$ cat src/rtl/command_issue_control_pkg.sv
// Shared types for the AFU command issue path.
//   - PSL command code constants
//   - command_tag_line_t : per-tag record written to the tag table
//   - afu_state_e        : issue FSM states
//   - cmd_if_out_t       : registered PSL command bus (ah_c* outputs)
package afu_pkg;

  localparam logic [12:0] PSL_CMD_READ_CL_NA = 13'h0A00;
  localparam logic [12:0] PSL_CMD_READ_CL_S  = 13'h0A50;
  localparam logic [12:0] PSL_CMD_WRITE_NA   = 13'h0D00;
  localparam logic [12:0] PSL_CMD_WRITE_MI   = 13'h0D70;

  typedef struct packed {
    logic [7:0]  cmd_type;
    logic [7:0]  cu_id;
    logic [15:0] info;
  } command_tag_line_t;

  typedef enum logic [1:0] {
    ST_DISABLED = 2'd0,
    ST_RUN      = 2'd1,
    ST_DRAIN    = 2'd2
  } afu_state_e;

  typedef struct packed {
    logic        cvalid;
    logic [7:0]  ctag;
    logic [12:0] com;
    logic [63:0] cea;
    logic [11:0] csize;
    logic [2:0]  cabt;
  } cmd_if_out_t;

endpackage

$ cat src/rtl/command_issue_control_tag_pool_allocator.sv
// Tag pool: free mask, lowest-free allocation, outstanding count and
// detection of bad frees.
//   alloc_i        : take alloc_tag_o this cycle
//   free_i/tag_i   : release a tag (takes effect next cycle)
//   any_free_o     : at least one tag free
//   alloc_tag_o    : lowest-index free tag (from the registered mask)
//   outstanding_o  : NUM_TAGS - popcount(free mask)
//   range_err_o    : free of a tag >= NUM_TAGS (ignored)
//   dbl_free_err_o : free of a tag already free (ignored)
module tag_pool_allocator #(
  parameter int NUM_TAGS = 32,
  parameter int TAG_W    = 8,
  parameter int CNT_W    = 9
) (
  input  logic             clock,
  input  logic             rst,
  input  logic             alloc_i,
  input  logic             free_i,
  input  logic [TAG_W-1:0] free_tag_i,
  output logic             any_free_o,
  output logic [TAG_W-1:0] alloc_tag_o,
  output logic [CNT_W-1:0] outstanding_o,
  output logic             range_err_o,
  output logic             dbl_free_err_o
);
  localparam int IDX_W = $clog2(NUM_TAGS);

  logic [NUM_TAGS-1:0] free_q, free_d;
  logic [IDX_W-1:0]    alloc_idx, rel_idx;
  logic                in_range, rel_ok;
  logic [CNT_W-1:0]    pop;

  assign any_free_o = |free_q;

  // Walk high to low so the last hit, the lowest index, wins.
  always_comb begin
    alloc_tag_o = '0;
    for (int i = NUM_TAGS - 1; i >= 0; i--)
      if (free_q[i]) alloc_tag_o = TAG_W'(i);
  end

  assign alloc_idx      = alloc_tag_o[IDX_W-1:0];
  assign rel_idx        = free_tag_i[IDX_W-1:0];
  assign in_range       = int'(free_tag_i) < NUM_TAGS;
  assign range_err_o    = free_i && !in_range;
  assign dbl_free_err_o = free_i && in_range && free_q[rel_idx];
  assign rel_ok         = free_i && in_range && !free_q[rel_idx];

  // A released tag is busy this cycle, so it never collides with alloc.
  for (genvar g = 0; g < NUM_TAGS; g++) begin : g_tag
    assign free_d[g] = (free_q[g] & ~(alloc_i & (alloc_idx == IDX_W'(g)))) |
                       (rel_ok & (rel_idx == IDX_W'(g)));
  end

  always_ff @(posedge clock or posedge rst)
    if (rst) free_q <= '1;
    else     free_q <= free_d;

  always_comb begin
    pop = '0;
    for (int i = 0; i < NUM_TAGS; i++) pop = pop + CNT_W'(free_q[i]);
  end

  assign outstanding_o = CNT_W'(NUM_TAGS) - pop;

endmodule

$ cat src/rtl/parity.sv
// Odd-parity generator: par_o is chosen so data_i plus par_o has odd weight.
//   data_i [BITS] : protected data
//   par_o         : parity bit
module parity #(
  parameter int BITS = 8
) (
  input  logic [BITS-1:0] data_i,
  output logic            par_o
);
  assign par_o = ~^data_i;
endmodule

$ cat src/rtl/command_issue_control.sv
// PSL command issue: allocates a tag and a credit per AFU request, drives the
// PSL command bus one cycle later with odd parity, writes the tag table, and
// recovers tags/credits from responses. Disabling the AFU drains in-flight tags.
//   clock, rst                : clock, async active-high reset
//   enabled_in, ha_croom      : AFU enable, PSL command room (latched on enable)
//   cmd_*                     : request from the command arbiter (ready/valid)
//   resp_*                    : returned tag and signed credit return
//   ah_c*                     : PSL command bus
//   tag_wr_*                  : tag table write port
//   outstanding, drain_done   : tags in flight, drain complete pulse
//   command_error             : sticky {credit_overflow, tag_double_free, tag_range}
module command_issue_control
  import afu_pkg::*;
#(
  parameter int NUM_TAGS = 32,
  parameter int TAG_W    = 8,
  parameter int CREDIT_W = 9
) (
  input  logic                clock,
  input  logic                rst,
  input  logic                enabled_in,
  input  logic [7:0]          ha_croom,
  input  logic                cmd_valid,
  output logic                cmd_ready,
  input  logic [12:0]         cmd_com,
  input  logic [63:0]         cmd_ea,
  input  logic [11:0]         cmd_size,
  input  logic [2:0]          cmd_abt,
  input  logic [31:0]         cmd_meta,
  input  logic                resp_valid,
  input  logic [TAG_W-1:0]    resp_tag,
  input  logic [CREDIT_W-1:0] resp_credits,
  output logic                ah_cvalid,
  output logic [TAG_W-1:0]    ah_ctag,
  output logic                ah_ctagpar,
  output logic [12:0]         ah_com,
  output logic                ah_compar,
  output logic [63:0]         ah_cea,
  output logic                ah_ceapar,
  output logic [11:0]         ah_csize,
  output logic [2:0]          ah_cabt,
  output logic [15:0]         ah_cch,
  output logic                tag_wr_en,
  output logic [TAG_W-1:0]    tag_wr_addr,
  output logic [31:0]         tag_wr_data,
  output logic [8:0]          outstanding,
  output logic                drain_done,
  output logic [2:0]          command_error
);
  localparam int CW2 = CREDIT_W + 2;

  afu_state_e                  state_q, state_d;
  logic signed [CREDIT_W-1:0]  credits_q, credits_d;
  logic [CREDIT_W-1:0]         room_q, room_d;
  logic [2:0]                  err_q;
  cmd_if_out_t                 cmd_out_q;
  logic                        tag_wr_en_q;
  logic [TAG_W-1:0]            tag_wr_addr_q;
  command_tag_line_t           tag_wr_data_q;

  logic             issue, latch_room, any_free, ovf, rng_err, dbl_err;
  logic [TAG_W-1:0] alloc_tag;

  // Extended-width credit arithmetic so the sum cannot wrap before the check.
  logic signed [CW2-1:0] cred_cur, cred_ret, cred_room, cred_sum;

  tag_pool_allocator #(
    .NUM_TAGS (NUM_TAGS),
    .TAG_W    (TAG_W),
    .CNT_W    (9)
  ) u_pool (
    .clock          (clock),
    .rst            (rst),
    .alloc_i        (issue),
    .free_i         (resp_valid),
    .free_tag_i     (resp_tag),
    .any_free_o     (any_free),
    .alloc_tag_o    (alloc_tag),
    .outstanding_o  (outstanding),
    .range_err_o    (rng_err),
    .dbl_free_err_o (dbl_err)
  );

  // FSM: state register
  always_ff @(posedge clock or posedge rst)
    if (rst) state_q <= ST_DISABLED;
    else     state_q <= state_d;

  // FSM: next state
  always_comb begin
    state_d = state_q;
    unique case (state_q)
      ST_DISABLED: if (enabled_in)          state_d = ST_RUN;
      ST_RUN:      if (!enabled_in)         state_d = ST_DRAIN;
      ST_DRAIN:    if (outstanding == '0)   state_d = ST_DISABLED;
      default:                              state_d = ST_DISABLED;
    endcase
  end

  // FSM: outputs
  always_comb begin
    cmd_ready  = 1'b0;
    drain_done = 1'b0;
    latch_room = 1'b0;
    unique case (state_q)
      ST_DISABLED: latch_room = enabled_in;
      ST_RUN:      cmd_ready  = !credits_q[CREDIT_W-1] && (credits_q != '0) && any_free;
      ST_DRAIN:    drain_done = (outstanding == '0);
      default:     ;
    endcase
  end

  assign issue = cmd_valid && cmd_ready;

  // Credits
  assign cred_cur  = {{2{credits_q[CREDIT_W-1]}}, credits_q};
  assign cred_ret  = resp_valid ? {{2{resp_credits[CREDIT_W-1]}}, resp_credits} : '0;
  assign cred_room = {2'b00, room_q};
  assign cred_sum  = cred_cur - {{(CW2-1){1'b0}}, issue} + cred_ret;

  always_comb begin
    room_d    = room_q;
    credits_d = cred_sum[CREDIT_W-1:0];
    ovf       = 1'b0;
    if (latch_room) begin
      room_d    = CREDIT_W'(ha_croom);
      credits_d = CREDIT_W'(ha_croom);
    end else if (cred_sum > cred_room) begin
      ovf       = 1'b1;
      credits_d = room_q;
    end
  end

  always_ff @(posedge clock or posedge rst)
    if (rst) begin
      credits_q <= '0;
      room_q    <= '0;
      err_q     <= '0;
    end else begin
      credits_q <= credits_d;
      room_q    <= room_d;
      err_q     <= err_q | {ovf, dbl_err, rng_err};
    end

  // Command bus and tag table: one-cycle registered issue. Fields hold
  // between issues; only the strobes return to zero.
  always_ff @(posedge clock or posedge rst)
    if (rst) begin
      cmd_out_q     <= '0;
      tag_wr_en_q   <= 1'b0;
      tag_wr_addr_q <= '0;
      tag_wr_data_q <= '0;
    end else begin
      cmd_out_q.cvalid <= issue;
      tag_wr_en_q      <= issue;
      if (issue) begin
        cmd_out_q.ctag  <= 8'(alloc_tag);
        cmd_out_q.com   <= cmd_com;
        cmd_out_q.cea   <= cmd_ea;
        cmd_out_q.csize <= cmd_size;
        cmd_out_q.cabt  <= cmd_abt;
        tag_wr_addr_q   <= alloc_tag;
        tag_wr_data_q   <= command_tag_line_t'(cmd_meta);
      end
    end

  parity #(.BITS(8))  u_par_tag (.data_i(cmd_out_q.ctag), .par_o(ah_ctagpar));
  parity #(.BITS(13)) u_par_com (.data_i(cmd_out_q.com),  .par_o(ah_compar));
  parity #(.BITS(64)) u_par_ea  (.data_i(cmd_out_q.cea),  .par_o(ah_ceapar));

  assign ah_cvalid     = cmd_out_q.cvalid;
  assign ah_ctag       = TAG_W'(cmd_out_q.ctag);
  assign ah_com        = cmd_out_q.com;
  assign ah_cea        = cmd_out_q.cea;
  assign ah_csize      = cmd_out_q.csize;
  assign ah_cabt       = cmd_out_q.cabt;
  assign ah_cch        = '0;
  assign tag_wr_en     = tag_wr_en_q;
  assign tag_wr_addr   = tag_wr_addr_q;
  assign tag_wr_data   = tag_wr_data_q;
  assign command_error = err_q;

endmodule

$ cat config.mk
export PLATFORM = sky130hd
export DESIGN_NAME = command_issue_control
export DESIGN_NICKNAME = d
export VERILOG_FILES = /design/src/rtl/command_issue_control_pkg.sv /design/src/rtl/command_issue_control_tag_pool_allocator.sv /design/src/rtl/parity.sv /design/src/rtl/command_issue_control.sv
export SDC_FILE = /design/constraint.sdc
export NUM_CORES = 1
export LEC_CHECK = 0
export BUFFER_PORTS_ARGS = -buffer_cell sky130_fd_sc_hd__buf_2
export CAP_MARGIN = 20
export CORE_AREA = 2 2 196 198
export CTS_CLUSTER_DIAMETER = 50
export CTS_CLUSTER_SIZE = 8
export DETAILED_ROUTE_END_ITERATION = 8
export DIE_AREA = 0 0 198 200
export SLEW_MARGIN = 20
export SYNTH_ARGS = -nofsm -noshare
export SYNTH_HDL_FRONTEND = slang
export SYNTH_SLANG_ARGS = --single-unit
$ cat constraint.sdc
create_clock -name clock -period 11.89 [get_ports clock]
set_input_delay 1.7835 -clock clock [delete_from_list [all_inputs] [get_ports clock]]
set_output_delay 1.7835 -clock clock [all_outputs]
set_load 0.1 [all_outputs]
# After elaboration in Yosys (flattened, before gate mapping)
# Index checks and enable logic that the tools add are counted.
# word_totals
register_bits	187
input_bits	154
output_inout_bits	175
wordCells	345
# classes
add_sub_neg	34
magnitude_cmp	3
n_eq_ne	67
mux	46
n_bitwise	161
reduce_logical	20
# op_table
operator	n
$add A9 B1 Y9	30
$eq A5 B5 Y1 const B	32
$mux W5	32
$and A1 B1 Y1	96
$eq A5 B4 Y1 const B	16
$reduce_xnor A64 Y1	1
$eq A5 B3 Y1 const B	8
$not A1 Y1	32
$or A1 B1 Y1	32
$reduce_or A32 Y1	1
$eq A5 B2 Y1 const B	4
$mux W9	2
$reduce_xnor A13 Y1	1
$add A11 B11 Y11	1
$gt A11 B9 Y1	1
$mux W11	1
$eq A5 B1 Y1 const B	2
$logic_not A5 Y1	2
$sub A9 B2 Y10	1
$logic_not A9 Y1	1
$reduce_bool A9 Y1	1
$sub A6 B9 Y9 const A	1
$lt A8 B6 Y1 const B	1
$reduce_xnor A8 Y1	1
other kinds (14)	31

# Longest topological paths before layout
# Gate-level depths: netlist of the first run.
# logic_depth
depth_word	37
ltp_mapped	27
mapped_depth_nobuf	24

# By module
# From an unflattened synthesis of the first run, not the netlist that was laid out.
# unflattened
cells_unflattened	1230
area_unflattened_um2	11039.3
# modules_own_cells
module	instances	cells_per_inst	area_each_um2	seq_area_each_um2
command_issue_control	1	787	6924.1	3878.7
tag_pool_allocator	1	364	3374.5	840.8
parity (u_par_ea)	1	63	551.8	0.0
parity (u_par_com)	1	9	127.6	0.0
parity (u_par_tag)	1	7	61.3	0.0

# Worst setup path after synthesis of the first run
# OpenSTA, ideal clock, no wires.
# synth_timing
kind	flip-flop to output port
startpoint	register u_pool.free_q[6]
endpoint	output port drain_done
arrival_time_ns	7.326
required_ns	10.107
setup_slack_ns	2.781
stages_incl_launch_ff	19
n_path_buf	0
path_cell_list	dfstp_2 -> inv_1 -> fa_1 -> ha_1 -> inv_1 -> fa_1 -> fa_1 -> fa_1 -> inv_1 -> fa_1 -> fa_1 -> inv_1 -> fa_1 -> inv_1 -> ha_1 -> fa_1 -> a21oi_1 -> nor4_1 -> and3b_1
# synth_between
elab_chain_len	29
# synth_lines
item	line	source
start: declaration	command_issue_control_tag_pool_allocator.sv:28	logic [NUM_TAGS-1:0] free_q, free_d;
start signal: assignment	command_issue_control_tag_pool_allocator.sv:57	else free_q <= free_d;
$add A9 B1 Y9 (26 in series)	command_issue_control_tag_pool_allocator.sv:61	for (int i = 0; i < NUM_TAGS; i++) pop = pop + CNT_W'(free_q[i]);
$sub A6 B9 Y9	command_issue_control_tag_pool_allocator.sv:64	assign outstanding_o = CNT_W'(NUM_TAGS) - pop;
net outstanding[6]	command_issue_control.sv:46	output logic [8:0] outstanding,
$logic_not A9 Y1	command_issue_control.sv:108	ST_DRAIN: drain_done = (outstanding == '0);
$mux W1	command_issue_control.sv:105	unique case (state_q)
end: declaration	command_issue_control.sv:47	output logic drain_done,
# The timed path passes the listed nets, and every way through them passes these cells.

# Worst setup path in the final report of the first run
# layout_timing
startpoint	register u_pool.free_q[4]
endpoint	output port drain_done
# layout_between
elab_chain_len	31
# layout_lines
item	line
$add A9 B1 Y9 (28 in series)	command_issue_control_tag_pool_allocator.sv:61
$sub A6 B9 Y9	command_issue_control_tag_pool_allocator.sv:64
$logic_not A9 Y1	command_issue_control.sv:108
$mux W1	command_issue_control.sv:105
# Every way passes these cells.

==> metrics.txt, run 1 <==
Initial DRT Pass Iterations=5; Detail Route Antenna Nets=0; required time of the worst setup path=10110 ps; via count normalized by instance count=4.58; antenna violations before repair=0; period utilisation layout=77.7%; setup TNS after final layout=0 ps; CTS Buffer Depth=2; maximum fanout count along the critical path=7; Layout Skew=16.1 ps; mean post-synth cell area=8.83 µm²; fraction of registers with async set or reset after synthesis=100%; setup slack of the worst register-to-register path=5220 ps; Num CTS Buffers=17; number of post-CTS setup repair buffers=0; routability congestion estimate=between 0.9 and 1; leading cell type in the layout, fill and taps excluded=sky130_fd_sc_hd__nand2_1; remaining routing DRC violations=0; Critical Setup Path Class=flip-flop to output port; Die ar.=~40000 µm²; largest net degree at the start of global routing=125; global router's overall resource usage=16.2%; Yosys warning count=0; unrepaired setup endpoints after global routing=false; height of the chip=~200 µm; startpoint types=flip-flop; post-detailed-route wirelength per cell=approximately 16 µm; Final Slew Violations=0; effective utilization at floorplan=slightly below 30%; WP data arrival=between 7000 and 8000 ps; most frequently used flop master after synthesis=sky130_fd_sc_hd__dfrtp_1; number of fill cells=3845; distinct cell type count of the synthesized netlist=66; setup violation total in the final timing report=0; Mapped Area=11100 µm²; hold buffer count at CTS=0; number of hold violations in the final report=0; Area Growth Syn to Fin=23.0%; Cell Count Post-Placement=2025; worst relative slew slack=roughly a third; fraction of final layout cells with drive strength greater than 1=25.7%; Maximum Capacitance Violations=0; standard-cell row count=71; overall via count from detail_route=9427; clk sink count=184; fin crit period=9240 ps; Non-Filler Instances=2057; highest-count cells in the layout ignoring fill and taps=424 x sky130_fd_sc_hd__nand2_1, 306 x sky130_fd_sc_hd__buf_2, 152 x sky130_fd_sc_hd__dfrtp_1, 96 x sky130_fd_sc_hd__inv_1, 77 x sky130_fd_sc_hd__xnor2_1; post-CTS clock slew at the launch and capture registers of the worst setup and hold paths=80 ps; Top Ports=329; IO buf count=306; CORE AREA=roughly 37000 µm²; vias in the first global route=9141; antenna diode instance count=0; gate count after technology mapping=1253; actual slew at the worst max-slew pin=between 1000 and 1500 ps; number of enable flip-flop cells after synthesis=0; Die X=198 µm; run status=completed; TritonCTS clock tree=built; global route total overflow=0; worst min path class=flip-flop to flip-flop; CP endpoint kind=output port; count of state elements after synthesis=184; sequential fraction of the synthesis area=between 40% and 50%; final routed wirelength across all metal layers=32300 µm; root buffer selected by CTS=sky130_fd_sc_hd__clkbuf_16; Resize count post-CTS=0; f_max=0.108 GHz; final layout net count=1770; Initial DRC Count=458; H-tree depth reported by CTS=4; clock latency on the worst-skew pair=440 ps; dpl hpwl=24000 µm; first-pass GRT wire length=~50000 µm
==> state kept, by name, summed over array words and instances (netlist names), 3 cells and up <==
| name | count |
|---|---|
| ah_cabt | 3 |
| tag_wr_data | 32 |
| command_error | 3 |
| room_q | 8 |
| ah_csize | 12 |
| ah_cea | 64 |
| credits_q | 9 |
| tag_wr_addr | 5 |
| u_pool.free_q | 32 |
| ah_com | 13 |
==> cell usage after synthesis (15+ instances only) <==
| cell type | n | area share (%) |
|---|---|---|
| sky130_fd_sc_hd__clkbuf_1 | 28 | 0.95 |
| sky130_fd_sc_hd__buf_4 | 30 | 2.0 |
| sky130_fd_sc_hd__o21ai_0 | 19 | 0.86 |
| sky130_fd_sc_hd__dfrtp_1 | 152 | 34 |
| sky130_fd_sc_hd__ha_1 | 58 | 6.6 |
| sky130_fd_sc_hd__nor3_1 | 28 | 1.3 |
| sky130_fd_sc_hd__xnor2_1 | 77 | 6.1 |
| sky130_fd_sc_hd__dfstp_2 | 32 | 7.6 |
| sky130_fd_sc_hd__nand2_1 | 424 | 14 |
| sky130_fd_sc_hd__inv_1 | 98 | 3.3 |
| sky130_fd_sc_hd__o22ai_1 | 16 | 0.90 |
| sky130_fd_sc_hd__nor2_1 | 34 | 1.2 |
| sky130_fd_sc_hd__nand3_1 | 26 | 1.2 |
| sky130_fd_sc_hd__fa_1 | 25 | 4.5 |
| sky130_fd_sc_hd__xor2_1 | 17 | 1.3 |
| sky130_fd_sc_hd__a21oi_1 | 15 | 0.68 |
==> per-stage QoR <==
step	hold slack, ps	util, %	setup slack [ps]	instance area [µm²]
2_1_floorplan	453	-	2780	11100
3_3_place_gp	453	34.7	3090	13000
3_5_place_dp	455	34.7	3050	13000
4_1_cts	471	36.4	2500	13600
5_1_grt	495	36.4	2320	13600
6_report	470	36.4	2650	13600
==> critical path, stage by stage (launching register included) <==
cell	delay, ps
sky130_fd_sc_hd__dfstp_2	620
sky130_fd_sc_hd__inv_1	130
sky130_fd_sc_hd__fa_1	530
sky130_fd_sc_hd__ha_1	140
sky130_fd_sc_hd__inv_1	50
sky130_fd_sc_hd__fa_1	500
sky130_fd_sc_hd__fa_1	440
sky130_fd_sc_hd__inv_1	80
sky130_fd_sc_hd__fa_1	450
sky130_fd_sc_hd__fa_1	530
sky130_fd_sc_hd__fa_1	550
sky130_fd_sc_hd__inv_1	60
sky130_fd_sc_hd__fa_1	530
sky130_fd_sc_hd__inv_1	40
sky130_fd_sc_hd__ha_1	220
sky130_fd_sc_hd__fa_1	450
sky130_fd_sc_hd__or4_1	410
sky130_fd_sc_hd__nor4_1	600
sky130_fd_sc_hd__and3b_1	260
sky130_fd_sc_hd__buf_2	420
==> final cells by class <==
type | instances | area (µm²) | area share (%)
well taps | 511 | 639 | 4.70
repair buffers | 313 | 1580 | 11.6
multi-input cells | 918 | 5730 | 42.1
clock buffers | 19 | 443 | 3.25
clock inverters | 13 | 190 | 1.40
flip-flops and latches | 184 | 4640 | 34.1
inverters | 99 | 382 | 2.80
==> metal layers <==
metal  vias to the layer above  wire length (µm)  GRT usage (%)
li1                       4611                 -              -
met1                      4459             13900           21.0
met2                       323             15600           26.5
met3                        34              2280           4.37
met4                         0               548           4.62
met5                         -                 0              0
==> worst paths after layout <==
path,from,to,cells past startpoint
worst max register to register,u_pool.free_q[4],state_q[1],19
min in group asynchronous,rst,ah_csize[10],2
worst min register to register,tag_wr_data[6],tag_wr_data[6],2
worst min-delay path,tag_wr_data[6],tag_wr_data[6],2
max in group asynchronous,rst,ah_cabt[2],3
worst max-delay path,u_pool.free_q[4],drain_done,19
==> logic make-up (layout without fill, tap and decap cells) <==
kind of cell	Yosys count	in the layout	synth area share [%]
AO/OA/AOI/OAI	122	122	7.84
multiplexers	13	13	2.10
flip-flops	184	184	42.0
AND/OR/NAND/NOR	584	584	22.5
other	1	22	0.0339
adder cells (fa/ha/maj)	83	83	11.1
buffers and inverters	172	444	7.03
XOR/XNOR	94	94	7.44
Power of run 1 is not shown: default switching activity piles up to over one toggle a cycle in this logic, so the estimate is an artifact.
==> run 2, diff against run 1 <==
==> constraint.sdc (replaced) <==
create_clock -name clock -period 8.85 [get_ports clock]
set_input_delay 1.3275 -clock clock [delete_from_list [all_inputs] [get_ports clock]]
set_output_delay 1.3275 -clock clock [all_outputs]
set_load 0.1 [all_outputs]
==> metrics.txt, run 2 (synthesis gave the netlist of run 1 again) <==
IO buf count=306 (unchanged); most used cell, CP=sky130_fd_sc_hd__fa_1; maximum fanout count along the critical path=7 (unchanged); antenna diode instance count=0 (unchanged); clk sink count=184 (unchanged); final routed wirelength across all metal layers=32600 µm (+0.92%); Initial DRT Pass Iterations=5 (unchanged); f_max=0.118 GHz; clock latency on the worst-skew pair=450 ps (about the same); global router's overall resource usage=16.2% (+0.036 points); minimum setup slack in the final design=403 ps (-2250 ps); WP data arrival=7120 ps (-330 ps); Final Slew Violations=0 (unchanged); Worst path slowest cell=sky130_fd_sc_hd__dfstp_2; slowest stage delay, CP=610 ps (about the same); number of fill cells=3846 (+0.026%); worst min path class=flip-flop to flip-flop; number of hold violations in the final report=0 (unchanged); leading cell type in the layout, fill and taps excluded=sky130_fd_sc_hd__nand2_1; post-detailed-route wirelength per cell=15.9 µm (+0.87%); standard-cell row count=71 (unchanged); period utilisation layout=95.4%; global route total overflow=0 (unchanged); unrepaired setup endpoints after global routing=false; run status=completed; Critical Setup Path Class=flip-flop to output port; overall via count from detail_route=9585 (+1.7%); setup TNS after final layout=0 ps (unchanged); TritonCTS clock tree=built; CORE AREA=37400 µm² (unchanged); H-tree depth reported by CTS=4 (unchanged); remaining routing DRC violations=0 (unchanged); fraction of final layout cells with drive strength greater than 1=25.9% (+0.11 points); actual slew at the worst max-slew pin=1130 ps (+128 ps); via count normalized by instance count=4.66 (+1.6%); Area Growth Syn to Fin=22.8%; Maximum Capacitance Violations=0 (unchanged); worst relative slew slack=24.6% (-8.6 points); first-pass GRT wire length=49900 µm (+0.11%); Top Ports=329 (unchanged); CTS Buffer Depth=2 (unchanged); largest net degree at the start of global routing=125 (unchanged); required time of the worst setup path=7520 ps (-2590 ps); Initial DRC Count=487 (+6.3%); CP endpoint kind=output port; cell chain of the critical path=inv_1 > fa_1 > ha_1 > inv_1 > fa_1 > fa_1 > fa_1 > inv_1 > fa_1 > fa_1 > inv_1 > fa_1 > inv_1 > ha_1 > fa_1 > or4_1 > nor4_1 > buf_4 > and3b_1 > clkbuf_4; Detail Route Antenna Nets=0 (unchanged); Non-Filler Instances=2058 (+0.049%); Place WS=798 ps (-2250 ps); Cell Count Post-Placement=2026 (+0.049%); vias in the first global route=9211 (+0.77%); number of flip-flops under the largest register name=64 (unchanged); highest-count cells in the layout ignoring fill and taps=424 x sky130_fd_sc_hd__nand2_1, 305 x sky130_fd_sc_hd__buf_2, 152 x sky130_fd_sc_hd__dfrtp_1, 96 x sky130_fd_sc_hd__inv_1, 77 x sky130_fd_sc_hd__xnor2_1; Num CTS Buffers=17 (unchanged); final layout net count=1771 (+0.056%); antenna violations before repair=1 (+1); number of post-CTS setup repair buffers=0 (unchanged); fin crit period=8450 ps; root buffer selected by CTS=sky130_fd_sc_hd__clkbuf_16; Layout Skew=14.9 ps (-1.19 ps); setup violation total in the final timing report=0 (unchanged); dpl hpwl=24200 µm (+0.62%); Die X=198 µm (unchanged); post-CTS clock slew at the launch and capture registers of the worst setup and hold paths=80 ps (about the same); height of the chip=200 µm (unchanged); startpoint types=flip-flop; effective utilization at floorplan=29.6% (unchanged); routability congestion estimate=0.926 (about the same); Die ar.=39600 µm² (unchanged)
run 2: worst paths after layout:
kind / start / end / slack [ps] / cells past startpoint
max in group asynchronous: rst / ah_cea[21] / 6390 / 3
max: u_pool.free_q[4] / drain_done / 400 / 20
min: tag_wr_data[19] / tag_wr_data[19] / 470 / 2
min in group asynchronous: rst / ah_csize[6] / 1060 / 2
max reg2reg: u_pool.free_q[4] / state_q[1] / 2390 / 20
min reg2reg: tag_wr_data[19] / tag_wr_data[19] / 470 / 2
run 2: per-stage QoR:
stage / instance area [µm²] / util, % / hold WS [ps]
after floorplan: 11100 / - / 453
after global placement: 13000 / 34.7 / 453
after detailed placement: 13000 / 34.7 / 457
after CTS: 13600 / 36.3 / 474
after global routing: 13600 / 36.4 / 493
final: 13600 / 36.4 / 470
run 2: metal layers:
metal  global-route usage (%)  share of wire [%]  vias to the layer above
met1                     21.2                 44                     4579
li1                         -                  -                     4608
met4                     4.43                1.6                        2
met3                     3.90                6.7                       42
met5                        0              0.034                        -
met2                     26.9                 48                      354
run 2: area by class of cell:
| class | instances | area, µm² | area share, % |
|---|---|---|---|
| Sequential cell | 184 | 4640 | 34.2 |
| Tap cell | 511 | 639 | 4.70 |
| Timing Repair Buffer | 314 | 1590 | 11.7 |
| Inverter | 99 | 382 | 2.81 |
| Clock inverter | 14 | 164 | 1.21 |
| Clock buffer | 18 | 439 | 3.23 |
| Multi-Input combinational cell | 918 | 5730 | 42.2 |
run 2: repair_timing:
| action | in CTS | in global routing |
|---|---|---|
| gates resized for setup | 0 | 1 |
| hold buffers | 0 | 0 |
| setup endpoints to repair | 0 | 1 |
run 2: worst max-delay path, delay by kind of cell (launching register included):
family	cells	cell delay (ps)
adder cells (fa/ha/maj)	10	4350
flip-flops	1	610
AND/OR/NAND/NOR	3	820
buffers and inverters	7	870
Power of run 2 is left out for the same reason.
==> run 3, diff against run 2 <==
--- a/config.mk
+++ b/config.mk
@@ -7,11 +7,11 @@
 export LEC_CHECK = 0
 export BUFFER_PORTS_ARGS = -buffer_cell sky130_fd_sc_hd__buf_2
 export CAP_MARGIN = 20
-export CORE_AREA = 2 2 196 198
+export CORE_AREA = 8 8 202 204
 export CTS_CLUSTER_DIAMETER = 50
 export CTS_CLUSTER_SIZE = 8
 export DETAILED_ROUTE_END_ITERATION = 8
-export DIE_AREA = 0 0 198 200
+export DIE_AREA = 0 0 210 212
 export SLEW_MARGIN = 20
 export SYNTH_ARGS = -nofsm -noshare
 export SYNTH_HDL_FRONTEND = slang
==> metrics.txt, run 3 (synthesis gave the netlist of run 1 again) <==
Top Ports=329 (unchanged); CTS Buffer Depth=2 (unchanged); clk sink count=184 (unchanged); Num CTS Buffers=17 (unchanged); antenna violations before repair=0 (-1); cell chain of the critical path=inv_1 > fa_1 > ha_1 > inv_1 > fa_1 > fa_1 > fa_1 > inv_1 > fa_1 > fa_1 > inv_1 > fa_1 > inv_1 > ha_1 > fa_1 > or4_1 > nor4_1 > buf_4 > and3b_1 > buf_2; IO buf count=306 (unchanged); routability congestion estimate=0.901 (-2.7%); root buffer selected by CTS=sky130_fd_sc_hd__clkbuf_16; Place WS=818 ps (+20.3 ps); highest-count cells in the layout ignoring fill and taps=424 x sky130_fd_sc_hd__nand2_1, 306 x sky130_fd_sc_hd__buf_2, 152 x sky130_fd_sc_hd__dfrtp_1, 96 x sky130_fd_sc_hd__inv_1, 77 x sky130_fd_sc_hd__xnor2_1; CP endpoint kind=output port; vias in the first global route=9627 (+4.5%); number of fill cells=3969 (+3.2%); first-pass GRT wire length=52600 µm (+5.4%); fraction of final layout cells with drive strength greater than 1=25.7% (-0.13 points); f_max=0.117 GHz (-0.76%); area used by multi-input combinational logic=5730 µm² (unchanged); actual slew at the worst max-slew pin=1090 ps (-42.9 ps); global router's overall resource usage=14.8% (-1.4 points); CP bufs+invs=7 (unchanged); clock latency on the worst-skew pair=450 ps (about the same); required time of the worst setup path=7520 ps (about the same); Initial DRC Count=635 (+30%); via count normalized by instance count=4.62 (-0.77%); setup violation total in the final timing report=0 (unchanged); Die ar.=44500 µm² (+12%); run status=completed; standard-cell row count=72 (+1.4%); worst min path class=flip-flop to flip-flop; WP data arrival=7180 ps (+60 ps); slowest stage delay, CP=610 ps (about the same); startpoint types=flip-flop; period utilisation layout=96.2% (+0.74 points); overall via count from detail_route=9548 (-0.39%); effective utilization at floorplan=29.2% (-0.41 points); fin crit period=8510 ps (+65.1 ps); unrepaired setup endpoints after global routing=false; most used cell, CP=sky130_fd_sc_hd__fa_1; final layout net count=1771 (unchanged); number of flip-flops under the largest register name=64 (unchanged); post-detailed-route wirelength per cell=16.4 µm (+3.5%); worst relative slew slack=27.6% (+3.0 points); Cell Count Post-Placement=2033 (+0.35%); global route total overflow=0 (unchanged); Non-Filler Instances=2066 (+0.39%); Maximum Capacitance Violations=0 (unchanged); minimum setup slack in the final design=338 ps (-65.1 ps); H-tree depth reported by CTS=4 (unchanged); final routed wirelength across all metal layers=33900 µm (+3.9%); largest net degree at the start of global routing=123 (-1.6%); Worst path slowest cell=sky130_fd_sc_hd__dfstp_2; maximum fanout count along the critical path=7 (unchanged); Crit. path cell count=20 (unchanged); TritonCTS clock tree=built; hold depth=2 (unchanged); family of cells with the greatest summed delay on the critical path=adder cells; Critical Setup Path Class=flip-flop to output port; Layout Skew=12.4 ps (-2.51 ps); flip-flop and latch area=4640 µm² (unchanged); Die X=210 µm (+6.1%); post-CTS clock slew at the launch and capture registers of the worst setup and hold paths=70 ps (about the same); hold buffer count at CTS=0 (unchanged); logic depth of the worst register-to-register path=20 (unchanged); setup TNS after final layout=0 ps (unchanged); height of the chip=212 µm (+6.0%); remaining routing DRC violations=0 (unchanged); CORE AREA=37900 µm² (+1.4%); number of post-CTS setup repair buffers=0 (unchanged); Resize count post-CTS=0 (unchanged); leading cell type in the layout, fill and taps excluded=sky130_fd_sc_hd__nand2_1; dpl hpwl=25900 µm (+6.9%); Area Growth Syn to Fin=22.9% (about the same); Final Slew Violations=0 (unchanged); Initial DRT Pass Iterations=8 (+3); Detail Route Antenna Nets=0 (unchanged); number of hold violations in the final report=0 (unchanged)
## run 3: cell types whose count changed in the layout (fill, tap and decap cells not counted), sizes merged
cell	delta
diode	+1
inv	-3
buf	+1
clkinv	+1
bufinv	+1
## run 3: path summary, 6_finish.rpt
kind / startpoint / endpoint / slack, ps
max in group asynchronous: rst / tag_wr_data[5] / 6340
hold reg to reg: tag_wr_data[1] / tag_wr_data[1] / 470
setup / recovery: u_pool.free_q[4] / drain_done / 340
setup reg to reg: u_pool.free_q[4] / state_q[1] / 2420
hold / removal: tag_wr_data[1] / tag_wr_data[1] / 470
min in group asynchronous: rst / ah_cabt[0] / 1070
## run 3: per-layer routing
| layer | vias to the layer above | track usage (%) | share of wire [%] |
|---|---|---|---|
| met4 | 0 | 4.23 | 1.6 |
| met2 | 338 | 24.2 | 48 |
| li1 | 4589 | - | - |
| met5 | - | 0 | 0 |
| met1 | 4584 | 18.9 | 43 |
| met3 | 37 | 4.38 | 7.3 |
## run 3: layout make-up
| class | count | share of cell area, % |
|---|---|---|
| Inverter | 99 | 2.81 |
| Timing Repair Buffer | 314 | 11.7 |
| Clock buffer | 19 | 3.18 |
| Tap cell | 518 | 4.76 |
| Antenna cell | 1 | 0.0184 |
| Multi-Input combinational cell | 918 | 42.1 |
| Clock inverter | 13 | 1.24 |
| Sequential cell | 184 | 34.1 |
## run 3: metrics by stage
step	hold slack [ps]	utilization, %	instance area [µm²]
2_1_floorplan	453	-	11100
5_1_grt	486	35.9	13600
6_report	471	35.9	13600
3_5_place_dp	457	34.3	13000
4_1_cts	474	35.9	13600
3_3_place_gp	453	34.3	13000
## run 3: worst register-to-register path: cells and delay by family (launching register included)
family	cells	cell delay, ps
simple gates	3	690
compound gates	1	110
buf+inv	6	550
flops	1	610
fa+ha+maj	10	4360
Power of run 3 is left out for the same reason.
